===== src/rtl/dp_note_seq.sv =====
// Note sequencer: fetches score words from ROM, plays each as a square wave, pulses add to advance.
// Optional macro NOTE_GAP_EN silences the last 1/8 of each note's final beat tick.
module dp_note_seq #(
    parameter int unsigned CLK_HZ  = 50000000,
    parameter int unsigned BEAT_HZ = 8,
    parameter int unsigned ROM_LAT = 1
) (
    input  logic       sysclk,
    input  logic       rst_n,
    input  logic       play,
    input  logic       restart,
    input  logic [7:0] rom_data,
    output logic       add,
    output logic       buzz,
    output logic       busy,
    output logic       song_end
);
    localparam int unsigned TICK_CYC = CLK_HZ / BEAT_HZ;
    localparam int unsigned MAX_HP   = CLK_HZ / (2 * 262);
    localparam int unsigned HP_W     = $clog2(MAX_HP) + 1;
    localparam int unsigned BEAT_W   = $clog2(TICK_CYC) + 1;
    localparam int unsigned FETCH_W  = $clog2(ROM_LAT + 2) + 1;
    localparam int unsigned GAP_CYC  = TICK_CYC / 8;

    typedef enum logic [2:0] {IDLE, FETCH, PLAY, ADV, DONE} state_e;

    state_e              state_q, state_d;
    logic [FETCH_W-1:0]  fetch_q, fetch_d;
    logic [3:0]          tone_q, tone_d;
    logic [3:0]          dur_q, dur_d;
    logic [HP_W-1:0]     hp_q, hp_d;
    logic [HP_W-1:0]     hp_cnt_q, hp_cnt_d;
    logic                phase_q, phase_d;
    logic [BEAT_W-1:0]   beat_q, beat_d;
    logic [3:0]          tick_q, tick_d;
    logic                add_q, add_d;
    logic                buzz_q, buzz_d;
    logic                busy_q, busy_d;
    logic                song_end_q, song_end_d;
    logic                gap;
    logic [3:0]          rom_tone;
    logic [3:0]          rom_dur;

    assign rom_tone = rom_data[7:4];
    assign rom_dur  = rom_data[3:0];

    // Half-period in sysclk cycles for each tone index, folded at elaboration.
    function automatic logic [HP_W-1:0] half_period(input logic [3:0] idx);
        case (idx)
            4'd1:    half_period = HP_W'(CLK_HZ / (2 * 262));
            4'd2:    half_period = HP_W'(CLK_HZ / (2 * 294));
            4'd3:    half_period = HP_W'(CLK_HZ / (2 * 330));
            4'd4:    half_period = HP_W'(CLK_HZ / (2 * 349));
            4'd5:    half_period = HP_W'(CLK_HZ / (2 * 392));
            4'd6:    half_period = HP_W'(CLK_HZ / (2 * 440));
            4'd7:    half_period = HP_W'(CLK_HZ / (2 * 494));
            4'd8:    half_period = HP_W'(CLK_HZ / (2 * 523));
            4'd9:    half_period = HP_W'(CLK_HZ / (2 * 587));
            4'd10:   half_period = HP_W'(CLK_HZ / (2 * 659));
            4'd11:   half_period = HP_W'(CLK_HZ / (2 * 698));
            4'd12:   half_period = HP_W'(CLK_HZ / (2 * 784));
            4'd13:   half_period = HP_W'(CLK_HZ / (2 * 880));
            4'd14:   half_period = HP_W'(CLK_HZ / (2 * 988));
            default: half_period = HP_W'(MAX_HP);
        endcase
    endfunction

    always_ff @(posedge sysclk or negedge rst_n) begin
        if (!rst_n) begin
            state_q    <= IDLE;
            fetch_q    <= '0;
            tone_q     <= '0;
            dur_q      <= '0;
            hp_q       <= '0;
            hp_cnt_q   <= '0;
            phase_q    <= 1'b0;
            beat_q     <= '0;
            tick_q     <= '0;
            add_q      <= 1'b0;
            buzz_q     <= 1'b0;
            busy_q     <= 1'b0;
            song_end_q <= 1'b0;
        end else begin
            state_q    <= state_d;
            fetch_q    <= fetch_d;
            tone_q     <= tone_d;
            dur_q      <= dur_d;
            hp_q       <= hp_d;
            hp_cnt_q   <= hp_cnt_d;
            phase_q    <= phase_d;
            beat_q     <= beat_d;
            tick_q     <= tick_d;
            add_q      <= add_d;
            buzz_q     <= buzz_d;
            busy_q     <= busy_d;
            song_end_q <= song_end_d;
        end
    end

    // Next-state and counters; restart wins over everything, play=0 freezes all.
    always_comb begin
        state_d  = state_q;
        fetch_d  = fetch_q;
        tone_d   = tone_q;
        dur_d    = dur_q;
        hp_d     = hp_q;
        hp_cnt_d = hp_cnt_q;
        phase_d  = phase_q;
        beat_d   = beat_q;
        tick_d   = tick_q;
        add_d    = 1'b0;

        if (restart) begin
            state_d  = FETCH;
            fetch_d  = '0;
            hp_cnt_d = '0;
            phase_d  = 1'b0;
            beat_d   = '0;
            tick_d   = '0;
        end else if (play) begin
            case (state_q)
                FETCH: begin
                    if (fetch_q == FETCH_W'(ROM_LAT + 1)) begin
                        fetch_d = '0;
                        if (rom_tone == 4'hF) begin
                            state_d = DONE;
                        end else begin
                            state_d  = PLAY;
                            tone_d   = rom_tone;
                            dur_d    = (rom_dur == 4'd0) ? 4'd1 : rom_dur;
                            hp_d     = half_period(rom_tone);
                            hp_cnt_d = '0;
                            phase_d  = 1'b0;
                            beat_d   = '0;
                            tick_d   = '0;
                        end
                    end else begin
                        fetch_d = fetch_q + FETCH_W'(1);
                    end
                end
                PLAY: begin
                    if (hp_cnt_q == hp_q - HP_W'(1)) begin
                        hp_cnt_d = '0;
                        phase_d  = ~phase_q;
                    end else begin
                        hp_cnt_d = hp_cnt_q + HP_W'(1);
                    end
                    if (beat_q == BEAT_W'(TICK_CYC - 1)) begin
                        beat_d = '0;
                        if (tick_q == dur_q - 4'd1) begin
                            state_d = ADV;
                        end else begin
                            tick_d = tick_q + 4'd1;
                        end
                    end else begin
                        beat_d = beat_q + BEAT_W'(1);
                    end
                end
                ADV: begin
                    add_d   = 1'b1;
                    state_d = FETCH;
                    fetch_d = '0;
                end
                default: ;
            endcase
        end

`ifdef NOTE_GAP_EN
        gap = (tick_d == dur_d - 4'd1) && (beat_d >= BEAT_W'(TICK_CYC - GAP_CYC));
`else
        gap = 1'b0;
`endif

        buzz_d     = (state_d == PLAY) && play && !restart && (tone_d != 4'd0) && phase_d && !gap;
        busy_d     = (state_d == FETCH) || (state_d == PLAY) || (state_d == ADV);
        song_end_d = (state_d == DONE);
    end

    assign add      = add_q;
    assign buzz     = buzz_q;
    assign busy     = busy_q;
    assign song_end = song_end_q;
endmodule


===== config.mk =====
export PLATFORM = sky130hd
export DESIGN_NAME = dp_note_seq
export DESIGN_NICKNAME = d
export VERILOG_FILES = /design/src/rtl/dp_note_seq.sv
export SDC_FILE = /design/constraint.sdc
export NUM_CORES = 1
export LEC_CHECK = 0
export ABC_AREA = 1
export CAP_MARGIN = 20
export CORE_ASPECT_RATIO = 0.7
export CORE_MARGIN = 4
export CORE_UTILIZATION = 45
export CTS_CLUSTER_DIAMETER = 150
export DETAILED_ROUTE_END_ITERATION = 7
export PLACE_DENSITY = 0.67
export SLEW_MARGIN = 5
export SYNTH_ARGS = -nofsm -noshare
export SYNTH_HDL_FRONTEND = slang
export SYNTH_SLANG_ARGS = --single-unit

===== constraint.sdc =====
create_clock -name sysclk -period 3.6 [get_ports sysclk]
set_input_delay 0.54 -clock sysclk [delete_from_list [all_inputs] [get_ports sysclk]]
set_output_delay 0.54 -clock sysclk [all_outputs]
set_load 0.02 [all_outputs]

# Word-level counts from Yosys, hierarchy flattened
# Memory sizes are Yosys's and may differ from the RTL's. A register that Yosys moved wholly into a read port is not among the register bits.
# Index checks and enable logic that the tools add are counted.
# classes
add_sub_neg	6
n_eq_ne	16
mux	45
bitwise	3
n_reduce_logical	17
# op_table
op	count
2-to-1 mux 24 bit	5
2-to-1 mux 18 bit	5
2-to-1 mux 4 bit	12
case mux 24 bit (2 select lines)	1
case mux 18 bit (2 select lines)	1
2-to-1 mux 3 bit	9
adder 24 x 1 -> 24 bit, second input constant	1
== test 24 x 23 -> 1 bit, second input constant	1
adder 18 x 1 -> 18 bit, second input constant	1
== test 18 bit	1
subtractor 18 x 1 -> 18 bit, second input constant	1
== test 3 x 2 -> 1 bit, second input constant	5
inequality test 3 bit, second input constant	4
case mux 3 bit (3 select lines)	1
2-to-1 mux 1 bit	8
case mux 4 bit (2 select lines)	1
== test 3 x 1 -> 1 bit, second input constant	2
case mux 3 bit (2 select lines)	1
AND reduction 6 bit	1
nonzero test 3 bit	2
AND reduction 5 bit	1
adder 4 x 1 -> 4 bit, second input constant	1
== test 4 bit	1
== test 4 bit, second input constant	1
13 further kinds	20
# totals
reg_bits	83
mem_bits_ro	272
input_bits	12
out_inout_bits	4
wordCells	101
mem_count	1
# memory_table
memory	words	width	rd	rd_ports_with_merged_regs	write_ports	line_no	text
(name not given)	16	17	1	1	0	49	case (idx)

# Depth between registers and ports, before layout
# depth
ltp_word	12
mapped_depth	18
mapped_depth_nobuf	18

# Worst setup path before layout
# Ideal clock, no wire load.
# synth_path
kind	reg-to-reg
startpoint	reg hp_q[0]
endpoint	reg hp_cnt_q[5]
setup_ns	0.130
t_arrival_ns	1.927
t_required_ns	3.470
setup_slack_ns	1.543
path_stages_with_launch	13
path_buffers	1
period_less_slack_ns	2.057
path_cell_list	dfrtp_1 inv_1 ha_1 nand2_4 nor2_8 nand3b_1 nand3_1 nand3_2 nor2_2 nand3_4 buf_2 nand4_1 o21ai_1
# synth_between
elab_chain_len	6
# synth_rtl
element	line_no	text
start: declaration	31	logic [HP_W-1:0] hp_q, hp_d;
subtractor 18 x 1 -> 18 bit	142	if (hp_cnt_q == hp_q - HP_W'(1)) begin
== test 18 bit	142	
2-to-1 mux 18 bit	142	
case mux 18 bit (2 select lines)	121	case (state_q)
2-to-1 mux 18 bit	120	end else if (play) begin
2-to-1 mux 18 bit	113	if (restart) begin
end signal: assignment	89	hp_cnt_q <= hp_cnt_d;
end: declaration	32	logic [HP_W-1:0] hp_cnt_q, hp_cnt_d;
# Every way passes these cells. The select of a mux whose other input is x is not followed.
# A chain may end at the register's enable or synchronous reset.

# Worst setup path in the final report
# layout_path
startpoint	in rom_data[5]
endpoint	reg tick_q[2]
# layout_between
elab_chain_len	3
# layout_rtl
element	line_no	text
start: declaration	12	input logic [7:0] rom_data,
== test 4 bit	125	if (rom_tone == 4'hF) begin
inequality test 3 bit (no line)	-	
AND reduction 6 bit (no line)	-	
end signal: assignment	92	tick_q <= tick_d;
end: declaration	35	logic [3:0] tick_q, tick_d;
# Every way passes these cells.

==> results.txt <==
The flow ran to the end, and the final reports show no timing, DRC or antenna violations. The logs give 0 for the count of endpoints failing hold in the final timing report and 9 for the CTS buffer count. Of the cells placed in the final design, the portion with a size suffix greater than 1 is 9.47%.

After clock tree synthesis, the repair step resized 0 gates. Setup repair after global routing left no endpoint under its margin. VDD sags by at most 0.000274 V. The logs give 53.0% for the final cell utilization of the core and 3 for the H-tree level count. In the layout the commonest cells are 169 x nand2_1, 91 x inv_1, 87 x nor2_1.

The static leakage power is 2.78 nW. Across the run, the number of max-cap violations was 0. Between clock sinks in the finished design, the worst skew comes to 0.00479 ns.

The adder and majority cell fraction of the synthesized area is 2.82%, and the sequential-to-total area share from yosys stat is 38.5%. By area the synthesized netlist is led by dfrtp_1 38%, nand2_1 12%, inv_1 6.4%. The number of buffers inserted by hold repair at cts was 0; the maximum count of clock buffers along a single path was 2. Timing analysis after detailed placement gives a worst setup slack of 0.491 ns. Setup violations remaining at the end of the flow were counted as 0. After detailed routing, the number of vias per cell comes to 5.31. Slew of the pin with the lowest slew margin: 0.526 ns. The slowest stage of the critical path belongs to the cell clkdlybuf4s50_1.

The run gives 1103 as the number of inserted filler cells in the final layout. Entering global routing, the biggest net connects 83 pins. The initial antenna violation count came out at 0. The Yosys step of the flow raised 0 warnings.

In this run the cell area of the synthesized design comes to 5330 um^2. The run gives 4904 as the count of vias placed by the detailed router. Summing the areas of all xor and xnor instances in the mapped netlist gives 3.94% of the synthesized area. The initial utilization of the core area, before any placement, comes to 47.2%.

The sequential cells in the finished layout cover a total of 2050 um^2. Global routing consumed, on the met1 layer, 31.9% of the routing resources. The synthesized netlist devotes 12.7% of its cell area to compound gates.

For the estimated wirelength of the detail-placed design, the log shows 10.2 mm. Synthesis produced 747 cells. The finished cells cover 5990 um^2. The tools report the endpoint class of the critical path as a flop. Measured against its own limit, the worst slew margin works out to 64.6%. The die area came out at 13700 um^2. At the worst endpoint, the arrival time is 2.96 ns.

Global-route met2 utilization: 28.4%. The area occupied by multi-input gates was 2830 um^2. The iteration count of the initial detailed-routing pass was 7.

STA classifies the critical path startpoint as a primary input. The routed design has 13.4 mm of wire. For the final max-slew violation count, the log shows 0.

The count of buffers added on input and output ports is 15. Data on the critical path is required at its endpoint by 3.82 ns. At the later pin of the worst-skew pair, clock insertion delay measures 0.34 ns. Power comes to 3.23 mW. The number of flops mapped to enable cells by yosys was 0; the area growth from synthesis to final layout was 12.3%. In the finished design, the share of the clock period the worst path needs comes to 76.1%. Summed over all instances, the cell type with the most area after synthesis is dfrtp_1. CTS saw 82 sinks. The peak clock frequency supported by timing is 0.365 GHz.

Setup slack on the critical path of the routed design comes to 0.861 ns. Depth of the most critical reg-to-reg path: 16. The tree is rooted in a clkbuf_16. Via count of the first global-routing pass: 4679. Across all hold checks on the routed design, the worst slack comes to 0.0715 ns. The synthesized area per cell works out to 7.14 um^2. 16 I/O pins were placed. The critical path is of the primary input to flop type.

The net count of the finished layout is 791. The most common flop cell mapped by yosys was dfrtp_1. The run gives 44 as the distinct cell type count after synthesis. In this run the cell area measured after placement is 5670 um^2. The global routing stage identified its most utilized layer as met1.

The largest stage delay on the critical path is 0.61 ns. By instance count, the cell type seen most on the critical path is inv_1. The area of the core was 11300 um^2; the vertical die dimension was 99.1 um. The clock-pin slew on the worst setup and hold paths is 0.06 ns, and the all-layer global routing usage is 20.3%.

Excluding fillers, the count of instances in the completed layout stands at 924. In this run the core area contains 32 standard-cell rows. After synthesis, the largest family of logic cells by area is simple AND/OR/NAND/NOR gates.

Of the total synthesized cell area, the portion taken by AND, OR, NAND and NOR gates is 33.6%. The smallest clock period supported by the final layout is computed as 2.74 ns. The congestion estimate from routability-driven global placement came to 0.849. Synthesis inferred 82 register bits. The post-placement cell count was 908; the post-synthesis mux area share was 0%. TritonCTS built the clock tree. The signal on the critical path passes through clkdlybuf4s50_1 -> ha_1 -> inv_1 -> nor2_1 -> inv_1 -> nor2_1 -> inv_1 -> nand2_2 -> nand2_4 -> nand2_2 -> inv_2 -> o21ai_2 -> inv_2 -> nand2_1 -> xor2_1 -> a21oi_1.

The logs give 0 for the number of remaining DRC errors and 0 for the number of diodes. In this run the worst hold path is classified as primary input to asynchronous set/reset pin. The count of nets left with antenna violations once routing finished came out at 0. After synthesis, the share of flip-flops with an asynchronous set or reset is 100%. The power per unit of standard cell area was 539 nW/um^2; the routed length per placed instance was 14.5 um. After synthesis, the largest area contributor takes up 38.5% of total cell area. The initial DRC count was 429; the overflow left after global routing was 0. Maximum fanout count along the critical path: 15.

The library cell used most frequently in the layout, excluding fill and tap cells, is nand2_1. For the met3 usage in global routing, the log shows 4.32%. For the final routed database, the setup TNS stands at 0 ns. From left edge to right edge, the die measures 138 um. The logs give 0 for the total setup buffers inserted after CTS and 771 for the post-synth net total.

The first global-routing pass estimated 23.0 mm of wire.
==> cell families after synthesis <==
group | Yosys count
and+or+nand+nor | 389
AOI/OAI and AO/OA | 121
buffers and inverters | 119
DFF | 82
xor gates and xnor gates | 24
adders and majority gates | 12
==> layout make-up <==
type | instances | area share, %
multi-input cells | 546 | 47.2
flip-flops and latches | 82 | 34.3
inverters | 105 | 6.58
clock buffers | 11 | 4.05
repair buffers | 23 | 3.80
well taps | 153 | 3.20
clock inverters | 4 | 0.878
==> per-layer routing <==
layer	routed length, um	vias up
li1	-	2477
met1	7090	2292
met2	5440	117
met3	695	18
met4	157	0
met5	0	-
==> synth_stat cells, drive strengths merged, types with 2 or more instances <==
cell,instances
a21oi,34
a22oi,2
a31oi,9
and2,2
buf,4
clkbuf,10
dfrtp,82
ha,12
inv,104
nand2,175
nand3,65
nand3b,2
nand4,15
nor2,105
nor3,16
nor4,6
o2111ai,3
o211ai,3
o21ai,61
o22ai,2
o31ai,2
or2,2
xnor2,7
xor2,17
==> report_power, final <==
| group | internal [mW] | switching, mW |
|---|---|---|
| Clock | 0.554 | 0.366 |
| Sequential | 1.07 | 0.203 |
| Combinational | 0.364 | 0.665 |
| Total | 1.99 | 1.23 |
==> registers in the layout, indices dropped and copies added (netlist names) <==
name and count:
dur_q 4, beat_q 24, fetch_q 3, phase_q 1, buzz 1, tone_q 4, tick_q 4, state_q 3
add 1, hp_cnt_q 18, song_end 1, busy 1, hp_q 17
==> worst max-delay path, delay by kind of cell <==
kind / cells / cell delay (ns)
simple gates: 6 / 0.88
compound gates: 2 / 0.16
xor+xnor: 1 / 0.14
fa+ha+maj: 1 / 0.24
buf+inv: 6 / 1.00
==> worst paths after layout <==
kind	startpoint	to	slack, ns
max in group asynchronous	rst_n	state_q[2]	2.91
setup / recovery	rom_data[5]	tick_q[2]	0.86
hold reg to reg	dur_q[3]	dur_q[3]	0.51
hold / removal	rst_n	hp_q[1]	0.07
min in group sysclk	dur_q[3]	dur_q[3]	0.51
setup reg to reg	hp_q[0]	buzz	0.91
Note: power is estimated with default switching activity, not from simulation.
